$ cat src/rtl/video_timing_gen.sv
// Video timing generator: free-running pixel/line counters with registered
// sync, active-draw, new-frame and frame-counter outputs.
module video_timing_gen #(
    parameter int ACTIVE_H = 1280,
    parameter int H_FP     = 110,
    parameter int H_SYNC   = 40,
    parameter int H_BP     = 220,
    parameter int ACTIVE_V = 720,
    parameter int V_FP     = 5,
    parameter int V_SYNC   = 5,
    parameter int V_BP     = 20,
    parameter int FPS      = 60
) (
    input  logic        clk_in,
    input  logic        rst_in,
    output logic [10:0] h_count_out,
    output logic [9:0]  v_count_out,
    output logic        hs_out,
    output logic        vs_out,
    output logic        ad_out,
    output logic [1:0]  control_out,
    output logic        nf_out,
    output logic [5:0]  fc_out
);

    localparam int H_TOTAL = ACTIVE_H + H_FP + H_SYNC + H_BP;
    localparam int V_TOTAL = ACTIVE_V + V_FP + V_SYNC + V_BP;

    localparam logic [10:0] H_LAST   = 11'(H_TOTAL - 1);
    localparam logic [9:0]  V_LAST   = 10'(V_TOTAL - 1);
    localparam logic [10:0] H_ACT    = 11'(ACTIVE_H);
    localparam logic [9:0]  V_ACT    = 10'(ACTIVE_V);
    localparam logic [10:0] HS_START = 11'(ACTIVE_H + H_FP);
    localparam logic [10:0] HS_END   = 11'(ACTIVE_H + H_FP + H_SYNC);
    localparam logic [9:0]  VS_START = 10'(ACTIVE_V + V_FP);
    localparam logic [9:0]  VS_END   = 10'(ACTIVE_V + V_FP + V_SYNC);
    localparam logic [5:0]  FC_LAST  = 6'(FPS - 1);

    // ST_IDLE marks the first edge after reset, which loads (0,0) instead of
    // incrementing so that position (0,0) is presented right after release.
    typedef enum logic {
        ST_IDLE,
        ST_RUN
    } state_t;

    state_t      state;
    state_t      state_next;
    logic [10:0] h_next;
    logic [9:0]  v_next;
    logic [5:0]  fc_next;
    logic        nf_next;
    logic        ad_next;
    logic        hs_next;
    logic        vs_next;

    // State register: leave idle on the first edge with reset low
    always_ff @(posedge clk_in) begin
        if (rst_in) begin
            state <= ST_IDLE;
        end else begin
            state <= state_next;
        end
    end

    // Next position, frame counter and decode of the next position
    always_comb begin
        state_next = ST_RUN;
        h_next     = '0;
        v_next     = '0;
        fc_next    = fc_out;
        nf_next    = 1'b0;

        if (state == ST_RUN) begin
            if (h_count_out == H_LAST) begin
                h_next = '0;
                v_next = (v_count_out == V_LAST) ? '0 : v_count_out + 10'd1;
            end else begin
                h_next = h_count_out + 11'd1;
                v_next = v_count_out;
            end
        end

        nf_next = (h_next == H_ACT) && (v_next == V_ACT);
        if (nf_next) begin
            fc_next = (fc_out == FC_LAST) ? '0 : fc_out + 6'd1;
        end

        ad_next = (h_next < H_ACT) && (v_next < V_ACT);
        hs_next = (h_next >= HS_START) && (h_next < HS_END);
        vs_next = (v_next >= VS_START) && (v_next < VS_END);
    end

    // Output registers: decode is computed from the next counts so every
    // output matches the counts presented in the same cycle
    always_ff @(posedge clk_in) begin
        if (rst_in) begin
            h_count_out <= '0;
            v_count_out <= '0;
            hs_out      <= 1'b0;
            vs_out      <= 1'b0;
            ad_out      <= 1'b0;
            control_out <= '0;
            nf_out      <= 1'b0;
            fc_out      <= '0;
        end else begin
            h_count_out <= h_next;
            v_count_out <= v_next;
            hs_out      <= hs_next;
            vs_out      <= vs_next;
            ad_out      <= ad_next;
            control_out <= {vs_next, hs_next};
            nf_out      <= nf_next;
            fc_out      <= fc_next;
        end
    end

endmodule

$ cat config.mk
export PLATFORM = sky130hd
export DESIGN_NAME = video_timing_gen
export DESIGN_NICKNAME = d
export VERILOG_FILES = /design/src/rtl/video_timing_gen.sv
export SDC_FILE = /design/constraint.sdc
export NUM_CORES = 1
export LEC_CHECK = 0
export ABC_AREA = 0
export BUFFER_PORTS_ARGS = -buffer_cell sky130_fd_sc_hd__buf_2
export CAP_MARGIN = 15
export CORE_MARGIN = 8
export CORE_UTILIZATION = 40
export DETAILED_ROUTE_END_ITERATION = 10
export MAX_ROUTING_LAYER = met4
export SETUP_SLACK_MARGIN = 0.4
export SLEW_MARGIN = 40
export SYNTH_ARGS = -nofsm -noshare
export SYNTH_HDL_FRONTEND = slang
export SYNTH_SLANG_ARGS = --single-unit
$ cat constraint.sdc
create_clock -name clk_in -period 2.9 [get_ports clk_in]
set_input_delay 0 -clock clk_in [delete_from_list [all_inputs] [get_ports clk_in]]
set_output_delay 0 -clock clk_in [all_outputs]
set_load 0.005 [all_outputs]
==> flow_summary.json <==
{
  "reg2regPathDepth": 10,
  "netlist_area_um2": 2280,
  "max_freq_mhz": 415,
  "clkPwrFrac": 0.475,
  "worstReg2RegEnd": "fc_out[5]",
  "antenna_cells": 0,
  "fin_crit_sh": 0.830,
  "rows": 27,
  "initialDrtViolationCount": 181,
  "stdcell_count": 399,
  "start_util": 0.414,
  "grt_max_degree": 13,
  "syn_to_final_growth_pct": 18.6,
  "ir_drop_v": 0.000182,
  "status": "complete, no violations",
  "synthCells": 293,
  "worstHoldPathCells": 2,
  "hold_violations": 0,
  "regToRegSetupSlack_ns": 0.49,
  "slew_viol_final": 0,
  "grt_use_total": 0.145,
  "clock_tree.htree_level_count": 2,
  "switching_share": 0.221,
  "cts.sinks": 32,
  "grt_pass1_vias": 2118,
  "pwr-share-comb": 0.033,
  "async_reset_ff_frac": 0,
  "crit_required_ns": 3.10,
  "end_kind": "flop",
  "syn-num-nets": 300,
  "clkTransAtPathRegs_ns": 0.07,
  "skew_ns": 0.00667,
  "fillers": 544,
  "clockBufferDepth": 2,
  "drv_cap": 0,
  "portBuffers": 34,
  "netlist_top_cells_area": "dfxtp_1, nand3_1, nor2_1",
  "leakagePower_uw": 0.00107,
  "synth_area_leader_cell": "dfxtp_1",
  "power.switching_uw": 201,
  "rsz0062_at_grt": "false",
  "synth.distinct_cells": 63,
  "setup_viol": 0,
  "cts_tree": "built",
  "crit_arrival_ns": 2.60,
  "r2r_start": "h_count_out[1]",
  "seq_area_um2": 649,
  "multi_input_area_um2": 1530,
  "cts_hold_buffers": 0,
  "gp_routability_congestion": 0.861,
  "maxSlewHeadroom": 0.688,
  "syn_area_per_cell_um2": 7.78,
  "synth-seq-cells": 32,
  "synth_edf_count": 0,
  "p_int_uw": 706,
  "post-dp-hpwl_um": 4360,
  "synth-main-ff-cell": "dfxtp_1",
  "yosysWarnings": 0,
  "drc_errors": 0,
  "crit_type": "flop to flop",
  "first_pass_iters": 5,
  "layout-drive-gt1-share": 0.281,
  "min_period_ns": 2.41,
  "cts_root_buffer": "clkbuf_8",
  "ant_nets": 0,
  "grt_overflow": 0,
  "die_y_um": 91.5,
  "antenna_found_initial": 0,
  "core_area_um2": 5510,
  "grt_pass1_wl_um": 10100,
  "finalSetupTns_ns": 0,
  "ioPinCount": 35,
  "yosysSeqAreaShare": 0.281,
  "clk_latency_ns": 0.28,
  "dieArea_um2": 8370,
  "routedWlPerCell_um": 15.5,
  "die_x_um": 91.5,
  "cts_buffers": 5,
  "totalWireLength_um": 6180,
  "power.share.sequential": 0.492,
  "start_kind": "flop",
  "hold_path.class": "input pin to flop",
  "num_vias": 2307,
  "netlist.area_leader.share": 0.281,
  "worstMarginPinSlew_ns": 0.466,
  "min-delay-start": "rst_in",
  "dp.cells": 383,
  "vias_per_cell": 5.78,
  "cp_max_fo": 7,
  "finalNetCount": 333,
  "hold_end": "fc_out[5]",
  "pwr_density_cell_nw_per_um2": 336
}
## per-stage QoR
| stage | hold WS, ns | utilization | cell area (um^2) | setup slack, ns | total power, uW |
|---|---|---|---|---|---|
| after CTS | 0.0173 | 0.474 | 2610 | 0.402 | 920 |
| after global routing | 0.0281 | 0.491 | 2700 | 0.380 | 947 |
| final | 0.0191 | 0.491 | 2700 | 0.493 | 907 |
| after detailed placement | 0.314 | 0.450 | 2480 | 0.0845 | 487 |
| after global placement | 0.311 | 0.450 | 2480 | 0.303 | 486 |
| after floorplan | 0.284 | - | 2280 | 0.536 | 475 |
## worst max path at each step
stage / start / to / slack, ns / cells past startpoint
final: h_count_out[1] / fc_out[5] / 0.49 / 10
after global routing: h_count_out[2] / fc_out[5] / 0.38 / 8
after CTS: v_count_out[1] / fc_out[5] / 0.40 / 9
after detailed placement: v_count_out[0] / fc_out[5] / 0.08 / 8
after global placement: v_count_out[0] / fc_out[5] / 0.30 / 8
after floorplan: h_count_out[0] / fc_out[0] / 0.54 / 9
## cell usage in the layout, fill, tap and decap left out, drive strengths merged, types with 3 or more instances in the layout
| cell type | n |
|---|---|
| clkbuf | 5 |
| nand3 | 29 |
| xnor2 | 3 |
| ha | 5 |
| nand2 | 23 |
| o211ai | 4 |
| or3 | 5 |
| xor2 | 12 |
| nand2b | 3 |
| o21ai | 14 |
| and2 | 5 |
| and4 | 3 |
| nor3b | 3 |
| and3 | 11 |
| inv | 6 |
| a31oi | 7 |
| nand3b | 5 |
| nand4 | 7 |
| nor2 | 29 |
| o22ai | 3 |
| nor4b | 3 |
| buf | 51 |
| dfxtp | 32 |
| a21oi | 13 |
| nor3 | 9 |
| nor2b | 4 |
## state kept, by name, indices dropped and copies added (netlist names)
| signal | flops |
|---|---|
| h_count_out | 11 |
| v_count_out | 10 |
| fc_out | 6 |
| ad_out | 1 |
| control_out | 1 |
| nf_out | 1 |
| state | 1 |
| vs_out | 1 |
## worst max-delay path, stage by stage (launching register included)
cell and delay [ns]:
dfxtp_4 0.38, inv_1 0.05, ha_1 0.19, and4b_2 0.27, buf_4 0.15, a31o_2 0.24
o211ai_1 0.16, nor4b_4 0.30, and3_4 0.26, a31oi_1 0.10, a311oi_2 0.22
## power by group through the flow
stage                     combinational [uW]  sequential (uW)  clock (uW)
after floorplan                         20.0              455           0
after global placement                  29.3              457           0
after detailed placement                29.7              457           0
after CTS                               30.2              447         443
after global routing                    34.2              446         467
final                                   30.4              446         431
## per-layer routing
layer | routed length (um) | up-vias | share of wire | global-route usage
met5 | 0 | - | 0 | -
met4 | 127 | 0 | 0.021 | 0.0628
met3 | 447 | 12 | 0.072 | 0.0403
met2 | 2830 | 93 | 0.46 | 0.221
met1 | 2770 | 1068 | 0.45 | 0.174
li1 | - | 1134 | - | -
## cells in the mapped netlist (4+ instances only)
master	instances
nand4_1	7
ha_1	5
clkbuf_1	15
nand2_1	23
dfxtp_1	32
nor2_1	29
nand3b_1	5
nand3_1	28
buf_2	5
xor2_1	12
inv_1	6
a21oi_1	13
nor2b_1	4
and3_1	6
o21ai_0	13
and3_2	4
a31oi_1	5
nor3_1	9
o211ai_1	4
## cell type report
type,instances,share of cell area
multi-input combinational,229,0.565
tap,72,0.0333
sequential,32,0.240
timing repair buffer,51,0.110
clock inverter,3,0.0157
inverter,7,0.00973
clock buffer,5,0.0255
## kinds of logic after synthesis
family          synth area share
mux                       0.0143
compound gates             0.191
fa+ha+maj                 0.0275
buf+inv                   0.0741
flops                      0.281
xor+xnor                  0.0577
simple gates               0.354
## timing repair
| action | 4_1_cts | 5_1_grt |
|---|---|---|
| setup endpoints to repair | 6 | 6 |
| pin swaps | 0 | 4 |
| gates cloned | 0 | 2 |
| resized for setup | 6 | 9 |
| buffers inserted | 0 | 6 |
(Power assumes the default switching activity.)
